## config.mk

```make
export PLATFORM = sky130hd
export DESIGN_NAME = pixel_writeback_flat
export DESIGN_NICKNAME = d
export VERILOG_FILES = /design/src/rtl/pixel_writeback_pkg.sv /design/src/rtl/pixel_writeback_if.sv /design/src/rtl/pixel_writeback_fifo.sv /design/src/rtl/pixel_writeback.sv /design/src/flat_wrapper.sv
export SDC_FILE = /design/constraint.sdc
export NUM_CORES = 1
export LEC_CHECK = 0
export CAP_MARGIN = 5
export CELL_PAD_IN_SITES_DETAIL_PLACEMENT = 1
export CELL_PAD_IN_SITES_GLOBAL_PLACEMENT = 1
export CORE_MARGIN = 4
export CORE_UTILIZATION = 50
export DETAILED_ROUTE_END_ITERATION = 12
export GPL_TIMING_DRIVEN = 0
export PLACE_DENSITY_LB_ADDON = 0.1
export SETUP_SLACK_MARGIN = 0.15
export SLEW_MARGIN = 20
export SYNTH_ARGS = -nofsm -noshare
export SYNTH_HDL_FRONTEND = slang
export SYNTH_SLANG_ARGS = --single-unit
export TNS_END_PERCENT = 1
```

## constraint.sdc

```tcl
create_clock -name Clock -period 10.8 [get_ports Clock]
set_clock_uncertainty 0.2 [all_clocks]
set_input_delay 2.7 -clock Clock [delete_from_list [all_inputs] [get_ports Clock]]
set_output_delay 2.7 -clock Clock [all_outputs]
set_load 0.02 [all_outputs]
```

## src/rtl/pixel_writeback_pkg.sv

```systemverilog
// pixel_writeback shared types, widths and state encodings.
// Image geometry defaults and the write-back FIFO entry layout.
package pixel_writeback_pkg;

   localparam int IMAGE_WIDTH_DEF  = 320;
   localparam int IMAGE_HEIGHT_DEF = 240;
   localparam int PIXEL_W          = 12;
   localparam int ROW_W            = 8;
   localparam int COL_W            = 9;
   localparam int ADDR_W           = 17;

   localparam logic [1:0] ST_IDLE   = 2'd0;
   localparam logic [1:0] ST_STREAM = 2'd1;
   localparam logic [1:0] ST_DONE   = 2'd2;

   typedef struct packed {
      logic [ADDR_W-1:0]  addr;
      logic [PIXEL_W-1:0] data;
   } wb_entry_t;

   function automatic logic [ADDR_W-1:0] lin_addr(
      input logic [ROW_W-1:0] row,
      input logic [COL_W-1:0] col,
      input int               width
   );
      return ADDR_W'(row) * ADDR_W'(width) + ADDR_W'(col);
   endfunction

endpackage

```

## src/rtl/pixel_writeback_if.sv

```systemverilog
// pixel_writeback bus: masked pixel input handshake plus frame RAM port.
// slave = the write-back block, master = whoever drives pixels / models RAM.
interface pixel_writeback_if;
   import pixel_writeback_pkg::*;

   logic [PIXEL_W-1:0] pixel_in;
   logic [ROW_W-1:0]   pix_row;
   logic [COL_W-1:0]   pix_col;
   logic               pixel_valid;
   logic               pixel_ready;
   logic               ram_we;
   logic [ADDR_W-1:0]  ram_addr;
   logic [PIXEL_W-1:0] ram_data;
   logic               ram_ready;
   logic               frame_done;
   logic               order_err;

   modport slave (
      input  pixel_in, pix_row, pix_col, pixel_valid, ram_ready,
      output pixel_ready, ram_we, ram_addr, ram_data,
      output frame_done, order_err
   );

   modport master (
      output pixel_in, pix_row, pix_col, pixel_valid, ram_ready,
      input  pixel_ready, ram_we, ram_addr, ram_data,
      input  frame_done, order_err
   );

endinterface

```

## src/rtl/pixel_writeback_fifo.sv

```systemverilog
// pixel_fifo: synchronous FIFO, registered output (no fall-through).
// Pointers carry one wrap bit so full/empty need no separate counter.
module pixel_fifo #(
   parameter int WIDTH = 29,
   parameter int DEPTH = 8
) (
   input  logic             clk,
   input  logic             rst_n,
   input  logic             push,
   input  logic [WIDTH-1:0] din,
   input  logic             pop,
   output logic [WIDTH-1:0] dout,
   output logic             full,
   output logic             empty
);

   localparam int PW = $clog2(DEPTH);

   logic [WIDTH-1:0] mem_q [DEPTH];
   logic [WIDTH-1:0] mem_d [DEPTH];
   logic [PW:0]      wr_q, wr_d;
   logic [PW:0]      rd_q, rd_d;

   assign empty = (wr_q == rd_q);
   assign full  = (wr_q[PW] != rd_q[PW]) &&
                  (wr_q[PW-1:0] == rd_q[PW-1:0]);
   assign dout  = mem_q[rd_q[PW-1:0]];

   // Next storage and pointer values; overflow/underflow requests ignored.
   always_comb begin
      mem_d = mem_q;
      wr_d  = wr_q;
      rd_d  = rd_q;
      if (push && !full) begin
         mem_d[wr_q[PW-1:0]] = din;
         wr_d = wr_q + 1'b1;
      end
      if (pop && !empty) begin
         rd_d = rd_q + 1'b1;
      end
   end

   // Pointers reset to empty; storage contents are don't-care until written.
   always_ff @(posedge clk) begin
      if (!rst_n) begin
         wr_q <= '0;
         rd_q <= '0;
      end else begin
         wr_q <= wr_d;
         rd_q <= rd_d;
      end
      mem_q <= mem_d;
   end

endmodule

```

## src/rtl/pixel_writeback.sv

```systemverilog
// pixel_writeback: buffers masked pixels and writes them to the frame RAM.
// Optional raster-order checker: define PIXEL_WRITEBACK_ORDER_CHECK_EN.
module pixel_writeback
   import pixel_writeback_pkg::*;
#(
   parameter int IMAGE_WIDTH  = IMAGE_WIDTH_DEF,
   parameter int IMAGE_HEIGHT = IMAGE_HEIGHT_DEF,
   parameter int FIFO_DEPTH   = 8
) (
   input logic             Clock,
   input logic             Resetn,
   pixel_writeback_if.slave bus
);

   localparam logic [ADDR_W-1:0] LAST_ADDR =
      ADDR_W'(IMAGE_WIDTH * IMAGE_HEIGHT - 1);

   logic [1:0] state_q, state_d;
   logic       rdy_q, rdy_d;
   wb_entry_t  in_e, head_e;
   logic       push, pop, full, empty;
   logic       accept, in_range, is_origin;

   // Ready is held low for one cycle out of reset, then tracks FIFO space.
   assign bus.pixel_ready = rdy_q && !full;
   assign accept    = bus.pixel_valid && bus.pixel_ready;
   assign in_range  = (int'(bus.pix_row) < IMAGE_HEIGHT) &&
                      (int'(bus.pix_col) < IMAGE_WIDTH);
   assign is_origin = (bus.pix_row == '0) && (bus.pix_col == '0);
   assign in_e.addr = lin_addr(bus.pix_row, bus.pix_col, IMAGE_WIDTH);
   assign in_e.data = bus.pixel_in;

   assign pop          = !empty && bus.ram_ready;
   assign bus.ram_we   = !empty;
   assign bus.ram_addr = empty ? '0 : head_e.addr;
   assign bus.ram_data = empty ? '0 : head_e.data;
   assign bus.frame_done = (state_q == ST_DONE);

   pixel_fifo #(
      .WIDTH ($bits(wb_entry_t)),
      .DEPTH (FIFO_DEPTH)
   ) u_fifo (
      .clk   (Clock),
      .rst_n (Resetn),
      .push  (push),
      .din   (in_e),
      .pop   (pop),
      .dout  (head_e),
      .full  (full),
      .empty (empty)
   );

   // Frame FSM: wait for the origin pixel, stream, pulse done on last pop.
   always_comb begin
      state_d = state_q;
      push    = 1'b0;
      rdy_d   = 1'b1;
      case (state_q)
         ST_STREAM: begin
            push = accept && in_range;
            if (pop && head_e.addr == LAST_ADDR) begin
               state_d = ST_DONE;
            end
         end
         default: begin
            push    = accept && is_origin;
            state_d = push ? ST_STREAM : ST_IDLE;
         end
      endcase
   end

   // State and ready-enable registers.
   always_ff @(posedge Clock) begin
      if (!Resetn) begin
         state_q <= ST_IDLE;
         rdy_q   <= 1'b0;
      end else begin
         state_q <= state_d;
         rdy_q   <= rdy_d;
      end
   end

`ifdef PIXEL_WRITEBACK_ORDER_CHECK_EN
   logic              err_q, err_d;
   logic [ADDR_W-1:0] exp_q, exp_d;

   assign bus.order_err = err_q;

   // Expect each streamed pixel to follow the previously pushed one.
   always_comb begin
      err_d = err_q;
      exp_d = exp_q;
      if (push) begin
         exp_d = in_e.addr + 1'b1;
         if (state_q == ST_STREAM && in_e.addr != exp_q) begin
            err_d = 1'b1;
         end
      end
   end

   // Sticky error flag and expected-address register.
   always_ff @(posedge Clock) begin
      if (!Resetn) begin
         err_q <= 1'b0;
         exp_q <= '0;
      end else begin
         err_q <= err_d;
         exp_q <= exp_d;
      end
   end
`else
   assign bus.order_err = 1'b0;
`endif

endmodule

```

## src/flat_wrapper.sv

```systemverilog
// flat-port wrapper written by rule: the top's interface ports become plain ports
module pixel_writeback_flat import pixel_writeback_pkg::*;
#(
   parameter int IMAGE_WIDTH  = IMAGE_WIDTH_DEF,
   parameter int IMAGE_HEIGHT = IMAGE_HEIGHT_DEF,
   parameter int FIFO_DEPTH   = 8
)
  (Clock, Resetn, bus_pixel_in, bus_pix_row, bus_pix_col, bus_pixel_valid, bus_ram_ready, bus_pixel_ready, bus_ram_we, bus_ram_addr, bus_ram_data, bus_frame_done, bus_order_err);
  pixel_writeback_if bus_i ();
  input logic Clock;
  input logic Resetn;
  input wire logic [$bits(bus_i.pixel_in)-1:0] bus_pixel_in;
  input wire logic [$bits(bus_i.pix_row)-1:0] bus_pix_row;
  input wire logic [$bits(bus_i.pix_col)-1:0] bus_pix_col;
  input wire logic [$bits(bus_i.pixel_valid)-1:0] bus_pixel_valid;
  input wire logic [$bits(bus_i.ram_ready)-1:0] bus_ram_ready;
  output wire logic [$bits(bus_i.pixel_ready)-1:0] bus_pixel_ready;
  output wire logic [$bits(bus_i.ram_we)-1:0] bus_ram_we;
  output wire logic [$bits(bus_i.ram_addr)-1:0] bus_ram_addr;
  output wire logic [$bits(bus_i.ram_data)-1:0] bus_ram_data;
  output wire logic [$bits(bus_i.frame_done)-1:0] bus_frame_done;
  output wire logic [$bits(bus_i.order_err)-1:0] bus_order_err;
  assign bus_i.pixel_in = bus_pixel_in;
  assign bus_i.pix_row = bus_pix_row;
  assign bus_i.pix_col = bus_pix_col;
  assign bus_i.pixel_valid = bus_pixel_valid;
  assign bus_i.ram_ready = bus_ram_ready;
  assign bus_pixel_ready = bus_i.pixel_ready;
  assign bus_ram_we = bus_i.ram_we;
  assign bus_ram_addr = bus_i.ram_addr;
  assign bus_ram_data = bus_i.ram_data;
  assign bus_frame_done = bus_i.frame_done;
  assign bus_order_err = bus_i.order_err;
  pixel_writeback #(.IMAGE_WIDTH(IMAGE_WIDTH), .IMAGE_HEIGHT(IMAGE_HEIGHT), .FIFO_DEPTH(FIFO_DEPTH)) u_core (.Clock(Clock), .Resetn(Resetn), .bus(bus_i));
endmodule
```

# [Yosys cells after proc, flatten, opt, wreduce, memory -nomap -nowiden]
# Cells that the tools add are included.
[word_totals] wordCells=59 register_bits=243
[op_classes] n_mux=13 bitwise_logic=2 n_eq_ne=7 add_sub_neg=3 magnitude_cmp=5 multipliers=1 n_reduce_logical=16
[op_table] op="bitwise mux 232 bit" n=1
[op_table] op="binary-select mux 29 bit (select 3 bit)" n=1
[op_table] op="demux 29 bit (select 3 bit)" n=1
[op_table] op="two-way mux 29 bit" n=3
[op_table] op="adder 17 x 9 -> 17 bit" n=1
[op_table] op="equality test 17 bit, second input constant" n=1
[op_table] op="two-way mux 17 bit" n=1
[op_table] op="logical AND 1 bit" n=12
[op_table] op="two-way mux 12 bit" n=1
[op_table] op="multiplier 8 x 3 -> 11 bit, second input constant" n=1
[op_table] op="zero test 9 bit" n=1
[op_table] op="< comparator 9 bit, second input constant" n=1
[op_table] op="adder 4 x 1 -> 4 bit, second input constant" n=2
[op_table] op="greater-or-equal comparator 4 bit, second input constant" n=2
[op_table] op="zero test 8 bit" n=1
[op_table] op="< comparator 8 bit, second input constant" n=1
[op_table] op="NOT 3 -> 4 bit" n=2
[op_table] op="equality test 4 bit" n=1
[op_table] op="< comparator 4 x 1 -> 1 bit, second input constant" n=1
[op_table] op="two-way mux 2 bit" n=2
[op_table] op="equality test 3 bit" n=1
[op_table] op="two-way mux 1 bit" n=3
[op_table] op="equality test 2 x 1 -> 1 bit, second input constant" n=1
[op_table] op="equality test 2 bit, second input constant" n=1
[op_table] op="3 further kinds" n=4

# [Longest topological paths before layout]
# Gate-level depths: netlist of the first run.
[depth] depth_word=8 mapped_depth=9 depth_no_buf=9

# [Cells and area by module]
# Synthesis of the first run repeated with hierarchy kept, for this count alone.
[unflattened] cells_unflattened=553 hier_area_um2=10615.2
[by_module_without_submodules] mod="pixel_fifo" seq_area_each_um2=7126.8 area_each_um2=9537.9 cells_each=414 instances=1
[by_module_without_submodules] mod="pixel_writeback" seq_area_each_um2=60.1 area_each_um2=1077.3 cells_each=139 instances=1

# [Worst setup path before layout of the first run]
# Ideal clock, no wire load.
[synth_path] path_type="input to register" start="in bus_pix_row[4]" end="reg u_core.u_fifo.mem_q[100] (netlist bit) (enable)" setup_ns=0.499 n_path_buf=1 cell_stages=6 path_slack_ns=3.165 required_ns=10.101 arrival_time_ns=6.936 cell_sequence="or4_4 nor4_2 nand4_1 a21o_1 buf_6 nor4b_1"
[synth_between] elab_chain_cells=5
[synth_lines] element="from (decl)" line_no="flat_wrapper.sv:13" source="input wire logic [$bits(bus_i.pix_row)-1:0] bus_pix_row;"
[synth_lines] element="< comparator 8 bit / zero test 8 bit (equally long branches)" line_no="pixel_writeback.sv:27, pixel_writeback.sv:29"
[synth_lines] element="logical AND 1 bit, on equally long branches" line_no="pixel_writeback.sv:27, pixel_writeback.sv:29"
[synth_lines] element="logical AND 1 bit, on equally long branches" line_no="pixel_writeback.sv:60, pixel_writeback.sv:66"
[synth_lines] element="two-way mux 1 bit *" line_no="pixel_writeback.sv:58" source="case (state_q)"
[synth_lines] element="logical AND 1 bit *" line_no="pixel_writeback_fifo.sv:34" source="if (push && !full) begin"
[synth_lines] element="to (signal assigned)" line_no="pixel_writeback_fifo.sv:52" source="mem_q <= mem_d;"
[synth_lines] element="to (decl)" line_no="pixel_writeback_fifo.sv:19" source="logic [WIDTH-1:0] mem_q [DEPTH];"
# Mark *: on every way between the ends. The rest lies on a longest branch, timed or not.
# A chain may end at the register's enable or synchronous reset.

# [Worst setup path after layout of the first run]
[layout_path] start="reg u_core.u_fifo.rd_q[1]" end="out bus_ram_data[9]"
[layout_between] elab_chain_cells=5
[layout_lines] element="from (decl)" line_no="pixel_writeback_fifo.sv:22" source="logic [PW:0] rd_q, rd_d;"
[layout_lines] element="from (signal assigned)" line_no="pixel_writeback_fifo.sv:50" source="rd_q <= rd_d;"
[layout_lines] element="NOT 3 -> 4 bit (implied by the code)" line_no="pixel_writeback_fifo.sv:27" source="assign dout = mem_q[rd_q[PW-1:0]];"
[layout_lines] element="binary-select mux 29 bit (select 3 bit)" line_no="pixel_writeback_fifo.sv:27"
[layout_lines] element="two-way mux 29 bit (implied by the code) (2 in series)" line_no="pixel_writeback_fifo.sv:27"
[layout_lines] element="two-way mux 12 bit *" line_no="pixel_writeback.sv:36" source="assign bus.ram_data = empty ? '0 : head_e.data;"
[layout_lines] element="to (decl)" line_no="flat_wrapper.sv:20" source="output wire logic [$bits(bus_i.ram_data)-1:0] bus_ram_data;"
# Mark *: on every way between the ends. The rest lies on a longest branch, timed or not. The select of a mux whose other input is x is not followed.

==> flow_summary_export.csv, run 1 <==
group,metric,value,unit
outcome,status,"complete, no violations",
yosys,synth_edf_count,232,
route,dr.pass1.iters,4,
clock_tree,path_clk_slew,60,ps
timing,min_period,6573,ps
setup_path,worst-endpoint-arrival,3670,ps
global_route,grt_pass1_vias,6108,
job,drv_cap,0,
yosys,synth_top_area_share,68.35,%
floorplanning,io_pins,66,
timing,drv_slew,0,
clock_tree,postCtsResizedCells,0,
min_path,holdCritStartpoint,"u_core.u_fifo.wr_q[3]",
setup_path,endpoint_kind,"primary output",
cells_and_area,multiInputGateArea,2858,um2
timing,max_freq,152.1,MHz
route,drt-initial-drc-count,319,
timing,holdWs,336.0,ps
yosys,syn_area,10190,um2
cells_and_area,fin_util,62.52,%
yosys,ys_types,50,
yosys,synth_seq_area_share,70.51,%
timing,hold_viol_final,0,
global_route,track_usage,22.31,%
setup_path,rr_startpoint,"u_core.u_fifo.wr_q[1]",
pwr,p_int,0.001623,W
global_route,grt_overflow,0,
floorplanning,dieArea,22730,um2
floorplanning,start_util,51.52,%
clock_tree,numCtsBuffers,25,
clock_tree,hold_buffers,0,
clock_tree,cts_tree,"built",
pwr,comb_power_share,4.0,%
yosys,async_reset_ff_share,0,%
route,drc,0,
setup_path,cp.required,7900,ps
yosys,synth.area.top_cells,"edfxtp_1, mux4_2, mux2i_1",
pwr,p_per_area,163.6,nW/um2
timing,setup_violations,0,
pwr,irDropWorstVdd,146.6,uV
placement,hpwl,17.42,mm
yosys,synthFlopType,"edfxtp_1",
setup_path,start_kind,"register",
setup_path,critical_path.max_fanout,10,
clock_tree,cts-htree-levels,1,
yosys,postSynthAreaPerCell,18.63,um2
cells_and_area,final_cell_area,12370,um2
floorplanning,core-area,19780,um2
pwr,sw_frac_of_total,19.79,%
yosys,ys_ff_latch,243,
route,ant_nets,0,
placement,dpl_cell_area,11510,um2
placement,gp_congestion,0.7892,
clock_tree,clockBufferDepth,3,
floorplanning,dieHeight,150.8,um
min_path,hold_path.class,"register to register",
timing,tightestPinTransition,1045,ps
pwr,clkPwrFrac,44.0,%
yosys,synth_top_area_cell,"edfxtp_1",
route,dr_total_vias,5510,
clock_tree,cts.sinks,243,
global_route,grt_pass1_wl,37.20,mm
floorplanning,row_count,51,
pwr,power.share.sequential,52.0,%
timing,fin_crit_sh,60.87,%
setup_path,startpoint,"u_core.u_fifo.rd_q[1]",
floorplanning,die_width,150.8,um
cells_and_area,fillCellCount,1715,
global_route,antenna_found_initial,0,
route,wl,24.52,mm
cells_and_area,layout-drive-gt1-share,23.99,%
clock_tree,root_buffer,"clkbuf_16",
route,wl_per_cell,25.62,um
setup_path,crit_type,"register to primary output",
yosys,syn_inst,547,
clock_tree,clk-insertion-delay-late,520,ps
timing,max-slew-margin-rel,29.71,%
placement,port_buffers,64,
cells_and_area,area_growth_syn_to_layout,21.35,%
timing,grt_setup_unrepaired,"no",
pwr,power.switching,0.0004006,W
cells_and_area,final-seq-area,7187,um2
cells_and_area,nets,726,
route,vias_per_cell,5.758,
yosys,postSynthNetCount,599,
setup_path,r2r_slack,7220,ps
clock_tree,post_cts_buffers,0,
global_route,grt_max_degree,15,
yosys,yosysWarnings,0,
cells_and_area,diodes,0,
pwr,leakagePower,4.014,nW
through the flow:
stage	power (W)	std cells	setup WS (ps)	setup TNS [ps]
after floorplan	0.001113	547	3165	0
after global placement	0.001145	876	-1181	-69980
after detailed placement	0.001152	912	4007	0
after CTS	0.002042	957	4150	0
after global routing	0.002095	957	3974	0
final	0.002024	957	4227	0
cell usage in the layout (no fill, tap or decap), types with 5 or more instances in the layout:
cell type / Yosys / final
ha_1: 17 / 17
nor2_1: 38 / 37
bufinv_16: 0 / 5
dfxtp_1: 11 / 11
o21ai_0: 9 / 9
edfxtp_1: 232 / 232
and2_1: 5 / 5
xnor2_1: 13 / 13
nand3_1: 6 / 6
clkbuf_1: 7 / 10
mux2i_1: 37 / 37
xor2_1: 7 / 7
nor2b_1: 5 / 5
buf_2: 17 / 30
a21oi_1: 7 / 7
mux4_2: 57 / 57
clkinv_1: 0 / 5
buf_4: 2 / 16
clkbuf_16: 0 / 25
inv_1: 13 / 13
clkdlybuf4s50_1: 0 / 64
nand2_1: 9 / 9
buf_6: 1 / 8
kinds of logic after synthesis:
family	count (synthesis)	share of synthesized area, %
compound gates	33	2.136
xor+xnor	20	1.719
fa+ha+maj	19	2.480
buf+inv	42	1.903
flops	243	70.51
mux	94	16.23
other cells	1	0.03679
simple gates	95	4.984
path summary, 6_finish.rpt:
path,depth (start not counted),to
hold reg to reg,2,u_core.u_fifo.wr_q[3]
hold / removal,2,u_core.u_fifo.wr_q[3]
setup / recovery,8,bus_ram_data[9]
setup reg to reg,10,u_core.u_fifo.mem_q[206]
worst max-delay path: stages, from the launching register on:
cell             delay (ps)
dfxtp_1                 330
buf_2                   310
buf_2                   390
clkbuf_1                480
buf_2                   420
mux4_2                  360
mux2i_1                 170
nor2_1                   80
clkdlybuf4s50_1         580
sequential cells by signal (all words and copies together) (netlist names):
name                 count
u_core.u_fifo.mem_q    232
u_core.rdy_q             1
u_core.u_fifo.wr_q       4
u_core.u_fifo.rd_q       4
u_core.state_q           2
cells in the mapped netlist, drive strengths merged, types with 2 or more instances:
cell type and instances:
a21boi 2, a21o 4, a21oi 7, a32oi 4
and2 5, buf 22, clkbuf 7, dfxtp 11
edfxtp 232, fa 2, ha 17, inv 13
mux2i 37, mux4 57, nand2 9, nand2b 2
nand3 6, nand3b 2, nand4 2, nor2 38
nor2b 5, nor3 6, nor3b 2, nor4 5
nor4b 3, o21ai 9, or3 3, or4 2
xnor2 13, xor2 7
metal layers:
layer	vias to the layer above	GRT usage (%)	part of all wire, %
li1	2443	-	-
met1	2896	28.57	40
met2	139	40.30	53
met3	32	3.321	4.3
met4	0	5.440	2.3
met5	-	0	0
layout make-up:
type | count | share of cell area, %
clock buffer | 28 | 5.149
clock inverter | 17 | 1.740
buffer | 29 | 1.184
multi-input combinational | 262 | 23.11
sequential | 243 | 58.11
tap | 265 | 2.681
inverter | 13 | 0.3945
timing repair buffer | 100 | 7.638
power groups by stage:
stage                     sequential (W)  combinational [W]  clock [W]
after floorplan                  0.00107          0.0000412          0
after global placement           0.00107          0.0000730          0
after detailed placement         0.00107          0.0000805          0
after CTS                        0.00105          0.0000813   0.000909
after global routing             0.00105          0.0000895   0.000955
final                            0.00105          0.0000811   0.000891
Note: power is estimated with default switching activity, not from simulation.
==> inputs of run 2 (changes only) <==
--- a/config.mk
+++ b/config.mk
@@ -9,7 +9,7 @@
 export CELL_PAD_IN_SITES_DETAIL_PLACEMENT = 1
 export CELL_PAD_IN_SITES_GLOBAL_PLACEMENT = 1
 export CORE_MARGIN = 4
-export CORE_UTILIZATION = 50
+export CORE_UTILIZATION = 46
 export DETAILED_ROUTE_END_ITERATION = 12
 export GPL_TIMING_DRIVEN = 0
 export PLACE_DENSITY_LB_ADDON = 0.1
==> constraint.sdc (replaced) <==
create_clock -name Clock -period 5.8 [get_ports Clock]
set_clock_uncertainty 0.2 [all_clocks]
set_input_delay 1.45 -clock Clock [delete_from_list [all_inputs] [get_ports Clock]]
set_output_delay 1.45 -clock Clock [all_outputs]
set_load 0.02 [all_outputs]
==> run 2 against run 1 <==
  * Register-to-register slack worse by 4900 ps
  * Die area up 8.2%
  * Sequential power up 87%
  * Sequential share of layout area up 0.077 points
  * Global-route usage down 2.3 points
  * Critical path depth down 1
  * Final area down 0.13%
  * Critical path type unchanged
  * Highest routed layer unchanged
==> flow_summary_export.csv, run 2 (synthesized netlist as in run 1, its figures left out) <==
group,metric,value,unit
outcome,status,"complete, no violations",
timing,max_freq,189.0,MHz
setup_path,cp.required,4150,ps
clock_tree,path_clk_slew,60,ps
floorplanning,start_util,46.70,%
job,drv_cap,0,
clock_tree,clk-insertion-delay-late,530,ps
placement,port_buffers,64,
placement,dpl_cell_area,11520,um2
route,dr.pass1.iters,4,
cells_and_area,fillCellCount,1959,
setup_path,critical_path.max_fanout,10,
cells_and_area,final_cells,970,
setup_path,start_kind,"register",
global_route,grt_pass1_vias,6053,
pwr,p_per_area,301.3,nW/um2
clock_tree,postCtsResizedCells,0,
pwr,irDropWorstVdd,379.4,uV
cells_and_area,final_common_cell,"edfxtp_1",
timing,fin_crit_sh,91.22,%
setup_path,crit_type,"register to primary output",
clock_tree,cts_tree,"built",
setup_path,worst-endpoint-arrival,3640,ps
global_route,track_usage,19.97,%
placement,gp_congestion,0.7724,
cells_and_area,top_regs,"u_core.u_fifo.mem_q: 232 flops, u_core.u_fifo.rd_q: 4 flops, u_core.u_fifo.wr_q: 4 flops",
min_path,hold_path.class,"register to register",
global_route,grt_max_degree,20,
clock_tree,hold_buffers,0,
timing,max-slew-margin-rel,29.33,%
route,ant_nets,0,
pwr,leakagePower,3.993,nW
cells_and_area,final_cell_mix,"edfxtp_1, clkdlybuf4s50_1, mux4_2",
floorplanning,dieHeight,156.9,um
route,drc,0,
cells_and_area,diodes,0,
cells_and_area,layout-drive-gt1-share,23.91,%
placement,hpwl,16.97,mm
floorplanning,io_pins,66,
timing,hold_viol_final,0,
clock_tree,cts.sinks,243,
floorplanning,die_width,156.9,um
global_route,antenna_found_initial,0,
cells_and_area,area_growth_syn_to_layout,21.19,%
route,wl_per_cell,24.55,um
clock_tree,cts-htree-levels,1,
timing,min_period,5291,ps
cells_and_area,top_register,"u_core.u_fifo.mem_q",
route,dr_total_vias,5378,
cells_and_area,multiInputGateArea,2867,um2
timing,tightestPinTransition,1051,ps
cells_and_area,final_cell_area,12350,um2
timing,grt_setup_unrepaired,"no",
setup_path,endpoint_kind,"primary output",
floorplanning,core-area,21820,um2
global_route,grt_pass1_wl,36.69,mm
floorplanning,row_count,54,
clock_tree,clockBufferDepth,3,
route,vias_per_cell,5.544,
clock_tree,numCtsBuffers,26,
route,drt-initial-drc-count,395,
global_route,grt_overflow,0,
timing,drv_slew,0,
clock_tree,post_cts_buffers,0,
cells_and_area,final-seq-area,7187,um2
timing,setup_violations,0,
clock_tree,root_buffer,"clkbuf_16",
placement,dp_cells,924,
floorplanning,dieArea,24600,um2
cells_and_area,largest_reg_flops,232,
route,wl,23.82,mm
cells_and_area,nets,724,
[run 2: cell type report]
class / instances / area share, %
repair buffers: 97 / 7.435
well taps: 280 / 2.836
multi-input cells: 262 / 23.21
flip-flops and latches: 243 / 58.18
inverters: 13 / 0.3951
clock inverters: 18 / 1.428
clock buffers: 28 / 5.328
plain buffers: 29 / 1.185
[run 2: power by group]
| group | internal [W] | switching, W | total [W] |
|---|---|---|---|
| combinational | 0.0000522 | 0.0000965 | 0.000149 |
| sequential | 0.00196 | 0.000000112 | 0.00196 |
| clock | 0.000952 | 0.000662 | 0.00161 |
| total | 0.00296 | 0.000758 | 0.00372 |
[run 2: critical path: stages (launching register included)]
cell and delay, ps:
dfxtp_1 340, buf_2 300, buf_2 390, clkbuf_1 460
buf_2 430, mux4_2 350, nor2_1 190, clkdlybuf4s50_1 650
[run 2: metal layers]
layer | vias to the layer above | wire length [um] | GRT usage [%]
met5 | - | 0 | 0
met4 | 0 | 418 | 4.876
met3 | 25 | 1095 | 3.070
met2 | 118 | 12400 | 34.98
met1 | 2799 | 9903 | 26.46
li1 | 2436 | - | -
[run 2: path summary, 6_finish.rpt]
check                              to  slack (ps)  cells past startpoint             startpoint
min             u_core.u_fifo.wr_q[3]         290                      2  u_core.u_fifo.wr_q[3]
max                  bus_ram_addr[12]         510                      7  u_core.u_fifo.rd_q[1]
max reg2reg  u_core.u_fifo.mem_q[120]        2270                      9  u_core.u_fifo.wr_q[1]
min reg2reg     u_core.u_fifo.wr_q[3]         290                      2  u_core.u_fifo.wr_q[3]
[run 2: per-stage QoR]
stage | total power, W | setup WS [ps] | hold WS, ps | utilization (%) | setup TNS, ps
finish | 0.003721 | 509.0 | 291.7 | 56.60 | 0
global route | 0.003855 | 209.9 | 321.6 | 56.60 | 0
CTS | 0.003758 | 414.9 | 295.7 | 56.59 | 0
detailed placement | 0.002144 | 304.8 | 284.1 | 52.77 | 0
global placement | 0.002132 | -4622 | 268.3 | 51.27 | -656750
floorplan | 0.002072 | -528.3 | 255.9 | - | -22620
